--- config.mk ---
export PLATFORM = sky130hd
export DESIGN_NAME = tlc_phase_scheduler_flat
export DESIGN_NICKNAME = d
export VERILOG_FILES = /design/src/rtl/tlc_pkg.sv /design/src/rtl/tlc_phase_scheduler_if.sv /design/src/rtl/tlc_rr_pick.sv /design/src/rtl/tlc_phase_scheduler.sv /design/src/flat_wrapper.sv
export SDC_FILE = /design/constraint.sdc
export NUM_CORES = 1
export LEC_CHECK = 0
export ABC_AREA = 1
export CAP_MARGIN = 10
export CORE_UTILIZATION = 30
export DETAILED_ROUTE_END_ITERATION = 16
export SLEW_MARGIN = 20
export SYNTH_ARGS = -nofsm -noshare
export SYNTH_HDL_FRONTEND = slang
export SYNTH_HIERARCHICAL = 1
export SYNTH_SLANG_ARGS = --single-unit
export TNS_END_PERCENT = 50
--- constraint.sdc ---
create_clock -name clock -period 6.9 [get_ports clock]
set_input_delay 1.38 -clock clock [delete_from_list [all_inputs] [get_ports clock]]
set_output_delay 1.38 -clock clock [all_outputs]
set_load 0.05 [all_outputs]
--- src/rtl/tlc_pkg.sv ---
// Shared definitions for the intersection controller: lamp codes driven onto
// each approach and the phase encoding used by the phase scheduler.
package tlc_pkg;

   typedef logic [1:0] lamp_t;

   localparam lamp_t LAMP_RED    = 2'd0;
   localparam lamp_t LAMP_YELLOW = 2'd1;
   localparam lamp_t LAMP_GREEN  = 2'd2;

   typedef enum logic [1:0] {
      PH_GREEN   = 2'd0,
      PH_YELLOW  = 2'd1,
      PH_ALL_RED = 2'd2
   } phase_e;

   // Lamp code shown by the approach holding right-of-way in a given phase.
   function automatic lamp_t phase_lamp(input phase_e ph);
      lamp_t lamp;
      case (ph)
         PH_GREEN:  lamp = LAMP_GREEN;
         PH_YELLOW: lamp = LAMP_YELLOW;
         default:   lamp = LAMP_RED;
      endcase
      return lamp;
   endfunction

endpackage

--- src/rtl/tlc_phase_scheduler_if.sv ---
// Request/preempt inputs and lamp/phase outputs of the phase scheduler.
// master = traffic-side driver of requests, slave = the scheduler itself.
interface tlc_phase_scheduler_if #(
   parameter int N_APPR = 4
);
   import tlc_pkg::*;

   localparam int IDX_W = (N_APPR > 1) ? $clog2(N_APPR) : 1;

   logic [N_APPR-1:0]   req;
   logic                preempt;
   logic [IDX_W-1:0]    preempt_dir;
   logic [2*N_APPR-1:0] lights;
   logic [IDX_W-1:0]    active;
   phase_e              phase;

   modport master (
      output req, preempt, preempt_dir,
      input  lights, active, phase
   );

   modport slave (
      input  req, preempt, preempt_dir,
      output lights, active, phase
   );

endinterface

--- src/rtl/tlc_rr_pick.sv ---
// Combinational round-robin picker: first set bit of req_vec found by
// scanning upward from index start, wrapping at N.
module tlc_rr_pick #(
   parameter int N     = 4,
   parameter int IDX_W = 2
) (
   input  logic [N-1:0]     req_vec,
   input  logic [IDX_W-1:0] start,
   output logic [IDX_W-1:0] idx,
   output logic             valid
);

   logic [IDX_W:0]   sum_s;
   logic [IDX_W-1:0] pos_s;
   logic             hit_s;

   // Scan N positions starting at start; the first set bit wins.
   always_comb begin
      idx   = '0;
      valid = 1'b0;
      sum_s = '0;
      pos_s = '0;
      hit_s = 1'b0;
      for (int i = 0; i < N; i++) begin
         sum_s = {1'b0, start} + (IDX_W+1)'(i);
         sum_s = (sum_s >= (IDX_W+1)'(N)) ? (sum_s - (IDX_W+1)'(N)) : sum_s;
         pos_s = sum_s[IDX_W-1:0];
         hit_s = !valid && req_vec[pos_s];
         idx   = hit_s ? pos_s : idx;
         valid = valid | req_vec[pos_s];
      end
   end

endmodule

--- src/rtl/tlc_phase_scheduler.sv ---
// Top-level phase sequencer: latches approach requests, serves them
// round-robin through green -> yellow -> all-red -> new green, with an
// emergency preempt that redirects the next green but never shortens
// yellow or all-red clearance.
module tlc_phase_scheduler
   import tlc_pkg::*;
#(
   parameter int N_APPR    = 4,
   parameter int CNT_W     = 8,
   parameter int MIN_GREEN = 4,
   parameter int MAX_GREEN = 16,
   parameter int YELLOW    = 3,
   parameter int ALL_RED   = 2
) (
   input logic                  clock,
   input logic                  clear,
   tlc_phase_scheduler_if.slave bus
);

   localparam int IDX_W = (N_APPR > 1) ? $clog2(N_APPR) : 1;

   localparam logic [N_APPR-1:0]   ONE_N      = {{(N_APPR-1){1'b0}}, 1'b1};
   localparam logic [CNT_W-1:0]    MIN_LAST   = CNT_W'(MIN_GREEN - 1);
   localparam logic [CNT_W-1:0]    MAX_LAST   = CNT_W'(MAX_GREEN - 1);
   localparam logic [CNT_W-1:0]    MAX_SAT    = CNT_W'(MAX_GREEN);
   localparam logic [CNT_W-1:0]    Y_LAST     = CNT_W'(YELLOW - 1);
   localparam logic [CNT_W-1:0]    AR_LAST    = CNT_W'(ALL_RED - 1);
   localparam logic [2*N_APPR-1:0] LIGHTS_RST = {{(2*N_APPR-2){1'b0}}, LAMP_GREEN};

   phase_e              phase_r,   phase_s;
   logic [IDX_W-1:0]    active_r,  active_s;
   logic [IDX_W-1:0]    target_r,  target_s;
   logic [CNT_W-1:0]    timer_r,   timer_s;
   logic [N_APPR-1:0]   pending_r, pending_s;
   logic [2*N_APPR-1:0] lights_r,  lights_s;

   logic [N_APPR-1:0]   onehot_active_s;
   logic [N_APPR-1:0]   req_masked_s;
   logic [N_APPR-1:0]   others_s;
   logic [IDX_W-1:0]    start_s;
   logic [IDX_W-1:0]    pick_idx_s;
   logic                pick_valid_s;
   logic                preempt_ok_s;
   logic                green_done_s;

   // Requests from other approaches, including this cycle's, and the search start.
   always_comb begin
      onehot_active_s = ONE_N << active_r;
      req_masked_s    = bus.req & ~onehot_active_s;
      others_s        = (pending_r & ~onehot_active_s) | req_masked_s;
      start_s         = (active_r == IDX_W'(N_APPR - 1)) ? '0 : (active_r + IDX_W'(1));
      preempt_ok_s    = bus.preempt && (int'(bus.preempt_dir) < N_APPR);
      green_done_s    = (timer_r >= MIN_LAST) &&
                        (!bus.req[active_r] || (timer_r >= MAX_LAST));
   end

   tlc_rr_pick #(
      .N     (N_APPR),
      .IDX_W (IDX_W)
   ) u_pick (
      .req_vec (others_s),
      .start   (start_s),
      .idx     (pick_idx_s),
      .valid   (pick_valid_s)
   );

   // Next phase, right-of-way, target, request latch and phase timer.
   always_comb begin
      phase_s   = phase_r;
      active_s  = active_r;
      target_s  = target_r;
      pending_s = pending_r;
      timer_s   = timer_r;
      case (phase_r)
         PH_GREEN: begin
            pending_s = pending_r | req_masked_s;
            if (preempt_ok_s) begin
               if (bus.preempt_dir != active_r) begin
                  phase_s  = PH_YELLOW;
                  target_s = bus.preempt_dir;
               end else begin
                  phase_s  = PH_GREEN;
               end
            end else if (green_done_s && pick_valid_s) begin
               phase_s  = PH_YELLOW;
               target_s = pick_idx_s;
            end else begin
               phase_s  = PH_GREEN;
            end
         end
         PH_YELLOW: begin
            pending_s = pending_r | bus.req;
            target_s  = preempt_ok_s ? bus.preempt_dir : target_r;
            if (timer_r == Y_LAST) begin
               phase_s = PH_ALL_RED;
            end else begin
               phase_s = PH_YELLOW;
            end
         end
         PH_ALL_RED: begin
            pending_s = pending_r | bus.req;
            target_s  = preempt_ok_s ? bus.preempt_dir : target_r;
            if (timer_r == AR_LAST) begin
               // The new approach's request is consumed by its own green.
               phase_s   = PH_GREEN;
               active_s  = target_s;
               pending_s = (pending_r | bus.req) & ~(ONE_N << target_s);
            end else begin
               phase_s   = PH_ALL_RED;
            end
         end
         default: begin
            // Unknown phase code: fall back to full clearance.
            phase_s = PH_ALL_RED;
         end
      endcase

      if (phase_s != phase_r) begin
         timer_s = '0;
      end else if ((phase_r == PH_GREEN) && (timer_r >= MAX_SAT)) begin
         timer_s = MAX_SAT;
      end else begin
         timer_s = timer_r + CNT_W'(1);
      end
   end

   // Lamp codes for the next state, so lights change with the phase register.
   always_comb begin
      lights_s = '0;
      for (int i = 0; i < N_APPR; i++) begin
         lights_s[2*i +: 2] = (active_s == IDX_W'(i)) ? phase_lamp(phase_s) : LAMP_RED;
      end
   end

   // State and output registers.
   always_ff @(posedge clock or posedge clear) begin
      if (clear) begin
         phase_r   <= PH_GREEN;
         active_r  <= '0;
         target_r  <= '0;
         timer_r   <= '0;
         pending_r <= '0;
         lights_r  <= LIGHTS_RST;
      end else begin
         phase_r   <= phase_s;
         active_r  <= active_s;
         target_r  <= target_s;
         timer_r   <= timer_s;
         pending_r <= pending_s;
         lights_r  <= lights_s;
      end
   end

   assign bus.lights = lights_r;
   assign bus.active = active_r;
   assign bus.phase  = phase_r;

endmodule

--- src/flat_wrapper.sv ---
// flat-port wrapper written by rule: the top's interface ports become plain ports
module tlc_phase_scheduler_flat import tlc_pkg::*;
#(
   parameter int N_APPR    = 4,
   parameter int CNT_W     = 8,
   parameter int MIN_GREEN = 4,
   parameter int MAX_GREEN = 16,
   parameter int YELLOW    = 3,
   parameter int ALL_RED   = 2
)
  (clock, clear, bus_req, bus_preempt, bus_preempt_dir, bus_lights, bus_active, bus_phase);
  tlc_phase_scheduler_if #(.N_APPR(N_APPR)) bus_i ();
  input logic clock;
  input logic clear;
  input wire logic [$bits(bus_i.req)-1:0] bus_req;
  input wire logic [$bits(bus_i.preempt)-1:0] bus_preempt;
  input wire logic [$bits(bus_i.preempt_dir)-1:0] bus_preempt_dir;
  output wire logic [$bits(bus_i.lights)-1:0] bus_lights;
  output wire logic [$bits(bus_i.active)-1:0] bus_active;
  output wire logic [$bits(bus_i.phase)-1:0] bus_phase;
  assign bus_i.req = bus_req;
  assign bus_i.preempt = bus_preempt;
  assign bus_i.preempt_dir = bus_preempt_dir;
  assign bus_lights = bus_i.lights;
  assign bus_active = bus_i.active;
  assign bus_phase = bus_i.phase;
  tlc_phase_scheduler #(.N_APPR(N_APPR), .CNT_W(CNT_W), .MIN_GREEN(MIN_GREEN), .MAX_GREEN(MAX_GREEN), .YELLOW(YELLOW), .ALL_RED(ALL_RED)) u_core (.clock(clock), .clear(clear), .bus(bus_i));
endmodule
# Word-level counts from Yosys, hierarchy flattened
# Cells that the tools add are included.
[word_totals] reg_bits=26 out_inout_bits=12 word_cells=112 in_bits=9
[op_classes] n_addsub=9 reduce_logical=18 shifts=2 mux=41 eq_ne=13 n_lt_le_gt_ge=12 bitwise_logic=11
[op_table] cell="two-way mux 2 bit" n=22
[op_table] cell="two-way mux 8 bit" n=2
[op_table] cell="< comparator 2 x 3 -> 1 bit (second input constant)" n=5
[op_table] cell="AND 4 bit" n=3
[op_table] cell="OR 4 bit" n=3
[op_table] cell="case mux 4 bit (3 select lines)" n=1
[op_table] cell="binary-select mux 1 bit (select 2 bit)" n=5
[op_table] cell="greater-or-equal comparator 3 bit (second input constant)" n=3
[op_table] cell="adder 8 x 1 -> 8 bit (second input constant)" n=1
[op_table] cell="equality test 2 bit (second input constant)" n=4
[op_table] cell="equality test 8 x 1 -> 1 bit (second input constant)" n=1
[op_table] cell="equality test 8 x 2 -> 1 bit (second input constant)" n=1
[op_table] cell="greater-or-equal comparator 8 x 2 -> 1 bit (second input constant)" n=1
[op_table] cell="greater-or-equal comparator 8 x 4 -> 1 bit (second input constant)" n=1
[op_table] cell="greater-or-equal comparator 8 x 5 -> 1 bit (second input constant)" n=1
[op_table] cell="NOT 4 bit" n=2
[op_table] cell="case mux 2 bit (2 select lines)" n=2
[op_table] cell="left shift 1 x 2 -> 4 bit (first input constant)" n=2
[op_table] cell="subtractor 2 x 1 -> 2 bit (second input constant)" n=4
[op_table] cell="two-way mux 1 bit" n=7
[op_table] cell="adder 2 x 2 -> 3 bit (second input constant)" n=2
[op_table] cell="equality test 2 x 1 -> 1 bit (second input constant)" n=3
[op_table] cell="logical AND 1 bit" n=6
[op_table] cell="zero test 2 bit" n=3
[op_table] cell="14 further kinds" n=21

# Longest topological paths before layout
[logic_depth] ltp_word=17 ltp_mapped=19 depth_no_buf=19

# Hierarchy
# The synthesis kept the hierarchy.
[modules_own_cells] mod="tlc_phase_scheduler" instances=1 seq_area_each_um2=651.9 cells_each=201 area_per_inst_um2=1547.7
[modules_own_cells] mod="tlc_rr_pick" instances=1 seq_area_each_um2=0.0 cells_each=59 area_per_inst_um2=319.1

# Worst setup path after synthesis
# OpenSTA, ideal clock, no wires.
[synth_path] path_type="input to register" from="input port bus_req[2]" to="register u_core.timer_r[0]" required_ns=6.827 path_stages=18 path_slack_ns=4.138 setup_ns=0.073 path_buffers=0 t_arrival_ns=2.689 path_cell_list="nor2_1 nor2_1 inv_1 nand2_1 nand3_2 nand2_4 nor2_4 nand3b_1 inv_1 nor2_1 nand3_1 nand2_1 nand2_1 nand2_2 nand2_2 nand2_1 nand3_2 nor2_1"
[synth_between] elab_chain_cells=13 word_cells_on_any_way=24 classes_between="eq/ne: 1; mux: 14; bitwise: 5; reduce/logical: 4"
[synth_rtl] item="start, declared" line_no="flat_wrapper.sv:15" source="input wire logic [$bits(bus_i.req)-1:0] bus_req;"
[synth_rtl] item="AND 4 bit (*)" line_no="tlc_phase_scheduler.sv:49" source="req_masked_s = bus.req & ~onehot_active_s;"
[synth_rtl] item="OR 4 bit (*)" line_no="tlc_phase_scheduler.sv:50" source="others_s = (pending_r & ~onehot_active_s) | req_masked_s;"
[synth_rtl] item="net u_core.others_s[2]" line_no="tlc_phase_scheduler.sv:39" source="logic [N_APPR-1:0] others_s;"
[synth_rtl] item="binary-select mux 1 bit (select 2 bit)" line_no="tlc_rr_pick.sv:30" source="valid = valid | req_vec[pos_s];"
[synth_rtl] item="two-way mux 1 bit (not written as such)" line_no="tlc_rr_pick.sv:30"
[synth_rtl] item="OR 1 bit (2 in a row)" line_no="tlc_rr_pick.sv:30"
[synth_rtl] item="OR 1 bit (*)" line_no="tlc_rr_pick.sv:30"
[synth_rtl] item="net u_core.pick_valid_s" line_no="tlc_phase_scheduler.sv:42" source="logic pick_valid_s;"
[synth_rtl] item="logical AND 1 bit (*)" line_no="tlc_phase_scheduler.sv:84" source="end else if (green_done_s && pick_valid_s) begin"
[synth_rtl] item="two-way mux 1 bit (*)" line_no="tlc_phase_scheduler.sv:84"
[synth_rtl] item="two-way mux 2 bit (*)" line_no="tlc_phase_scheduler.sv:77" source="if (preempt_ok_s) begin"
[synth_rtl] item="case mux 2 bit (3 select lines) (*)" line_no="tlc_phase_scheduler.sv:74" source="case (phase_r)"
[synth_rtl] item="inequality test 2 bit (*)" line_no="tlc_phase_scheduler.sv:118" source="if (phase_s != phase_r) begin"
[synth_rtl] item="two-way mux 8 bit (*)" line_no="tlc_phase_scheduler.sv:118"
[synth_rtl] item="net u_core.timer_s[0]" line_no="tlc_phase_scheduler.sv:33" source="logic [CNT_W-1:0] timer_r, timer_s;"
[synth_rtl] item="end signal, assigned" line_no="tlc_phase_scheduler.sv:148" source="timer_r <= timer_s;"
[synth_rtl] item="end, declared" line_no="tlc_phase_scheduler.sv:33"
# Mark *: on every way through the listed nets, which the timed path passes. The rest lies on a longest branch. The select of a mux whose other input is x is not followed.
# A chain may end at the register's enable or synchronous reset.

# Final worst setup path
[layout_path] from="input port bus_req[2]" to="register u_core.timer_r[7]"
# Same word-level chain as after synthesis.

==> metrics.txt <==
status completed; RSZ-0062 raised after global routing false; fin crit period 3.33 ns; initial antenna violation count 0; Setup crit start bus_req[2]; Skew-Pair Late Insertion Delay 0.27 ns; Fmax 300 MHz; via count 1605; Via-to-Cell Ratio 4.48; Crit path depth 19; Synth Net Count 282; worst path required time 7.10 ns; Pre-Repair DR Iteration Count 4; crit path cell chain clkdlybuf4s50_1 -> nor2_1 -> nor2_1 -> inv_1 -> nand2_1 -> nand3_1 -> nand2_2 -> inv_1 -> nand3b_1 -> inv_1 -> nor2_1 -> nand3_1 -> nand2_1 -> nand2_1 -> nand2_2 -> nand2_2 -> nand2_1 -> nand3_2 -> nor2_1; CP max stage delay 0.52 ns; Final Setup Violations 0; drt total wl 4000 um; Critical R2R Capture u_core/timer_r[7]$_DFF_PP0_; clk slew on worst S/H paths 0.09 ns; core area 5960 sq um; EDFF count, synth 0; Layout area overhead 18.1%; Worst path slowest cell clkdlybuf4s50_1; FFs w/ async S/R, synth 1.00; Setup Fix Bufs, Post-CTS 0; synth warn 6; netlist area before placement 1870 sq um; Worst Reg-to-Reg Cells 17; Site Rows 28; H-Tree Depth 1; total of max-cap violations 0; Max Slew Vio Count 0; largest net degree at the start of global routing 27; Hold Vio Cnt, Final 0; Max-slew headroom 0.381; design area 2200 sq um; total grt overflow 0; Hold Buf Count CTS 0; initial drt markers 89; worst path bufs/invs 4; Port Buffer Count 20; Placed Area 2150 sq um; Crit Path Class in2reg; #FFs+latches synth 26; Worst setup SP type primary input; TritonCTS clock tree done; Die Wd 80.9 um; Final nets 306; GPL Wtd Cong 0.817; delay-heaviest family, CP simple AND/OR/NAND/NOR gates; Setup Skew 0.00431 ns; Crit Path Max Fanout 8; period utilization 0.483; R2R Setup Slk 3.78 ns; diodes inserted 0; num ports 21; slew of the pin with the lowest slew margin 0.923 ns; CTS Root Cell clkbuf_8; Resize count post-CTS 0; total CTS buffers 3; HPWL Detailed 3200 um; Syn Area/Cell 7.18 sq um; die footprint 6540 sq um; CTS Buffer Depth 2; setup slack at placement 3.26 ns; Total GRT Usage 0.133; first-pass GRT wire length 6670 um; starting density of the core 0.313; Die Ht 80.9 um; TritonCTS Sinks 26; total negative setup slack 0 ns; drt wl/cell 11.2 um; Arrival @ worst endpoint 3.53 ns; vias in the first global route 1475; Final WS setup 3.57 ns; Crit. End Element flop; Synth cell types 23; final core utilization 0.370; Hold WC Path Type reg2reg; Worst R2R Start u_core/bus.active[0]$_DFF_PP0_; post-synthesis cell count 260; CP Capture Point u_core/timer_r[7]$_DFF_PP0_; layout cell share with drive strength beyond 1 0.131; DRC errors left 0; ANT nets after route 0; register area share after synthesis 0.349; ys flop type dfrtp_1
## tightest hold or removal path: cells and delay by family (launching register included)
family          cells  cell delay (ns)
flops               1             0.36
simple gates        1             0.05
compound gates      1             0.06
## per-stage QoR
step / std cells / hold WS, ns
after floorplan: 260 / 0.453
after global placement: 354 / 0.484
after detailed placement: 354 / 0.485
after CTS: 358 / 0.514
after global routing: 358 / 0.560
final: 358 / 0.506
## metal layers
metal,vias up,share of wire,track usage
li1,855,-,-
met1,732,0.47,0.165
met2,16,0.50,0.234
met3,2,0.022,0.0270
met4,0,0.0088,0.0321
met5,-,0,0
## Yosys cell counts (5+ instances only)
library cell | instances | area [sq um]
a21oi_1 | 11 | 55.1
dfrtp_1 | 25 | 626
ha_1 | 13 | 163
inv_1 | 31 | 116
nand2_1 | 63 | 236
nand2_2 | 13 | 81.3
nand3_1 | 14 | 70.1
nor2_1 | 39 | 146
o21ai_0 | 16 | 80.1
xor2_1 | 5 | 43.8
## flip-flops by register name, indices dropped and copies added, names as in the netlist
name,count
u_core/bus.lights,8
u_core/target_r,2
u_core/bus.phase,2
u_core/timer_r,8
u_core/bus.active,2
u_core/pending_r,4
## layout by cell type (no fill, tap or decap)
| cell | Yosys | layout |
|---|---|---|
| o21ai_0 | 16 | 16 |
| xor2_1 | 5 | 5 |
| nor2_2 | 2 | 2 |
| inv_2 | 4 | 4 |
| a21oi_1 | 11 | 11 |
| dfstp_2 | 1 | 1 |
| dfrtp_1 | 25 | 25 |
| nor2_1 | 39 | 39 |
| nand2_1 | 63 | 63 |
| inv_1 | 31 | 30 |
| o21ai_2 | 2 | 2 |
| or2_2 | 2 | 2 |
| nand2_4 | 3 | 3 |
| clkdlybuf4s50_1 | 0 | 20 |
| clkinv_1 | 0 | 1 |
| nand4_1 | 2 | 2 |
| nor2_4 | 2 | 2 |
| nand2_2 | 13 | 13 |
| clkbuf_8 | 0 | 4 |
| nand3_2 | 4 | 4 |
| ha_1 | 13 | 13 |
| nand3b_1 | 4 | 4 |
| o21ai_1 | 1 | 1 |
| nand3_1 | 14 | 14 |
| nor3_1 | 2 | 2 |
## worst min-delay path by stage
stage	startpoint	to	slack [ns]	cells past startpoint
floorplan	u_core/target_r[0]$_DFFE_PP0P_	u_core/target_r[0]$_DFFE_PP0P_	0.45	2
global placement	u_core/target_r[0]$_DFFE_PP0P_	u_core/target_r[0]$_DFFE_PP0P_	0.48	2
detailed placement	u_core/target_r[0]$_DFFE_PP0P_	u_core/target_r[0]$_DFFE_PP0P_	0.49	2
CTS	u_core/target_r[0]$_DFFE_PP0P_	u_core/target_r[0]$_DFFE_PP0P_	0.51	2
global route	u_core/target_r[0]$_DFFE_PP0P_	u_core/target_r[0]$_DFFE_PP0P_	0.56	2
finish	u_core/target_r[0]$_DFFE_PP0P_	u_core/target_r[0]$_DFFE_PP0P_	0.51	2
## cells by family after synthesis
kind of cell             synth area share
XOR/XNOR                           0.0235
buffers and inverters              0.0764
flip-flops                          0.349
AO/OA/AOI/OAI                      0.0844
adder cells (fa/ha/maj)            0.0871
AND/OR/NAND/NOR                     0.379
## cell type report
type / count / area [sq um]
clock buffers: 4 / 55.1
fillers: 640 / 3750
inverters: 35 / 131
multi-input cells: 198 / 1070
flip-flops and latches: 26 / 652
well taps: 75 / 93.8
repair buffers: 20 / 200
Power is left out: the tool's default activity adds up to more than one toggle a clock period on the data nets, which glitch-free logic cannot reach.
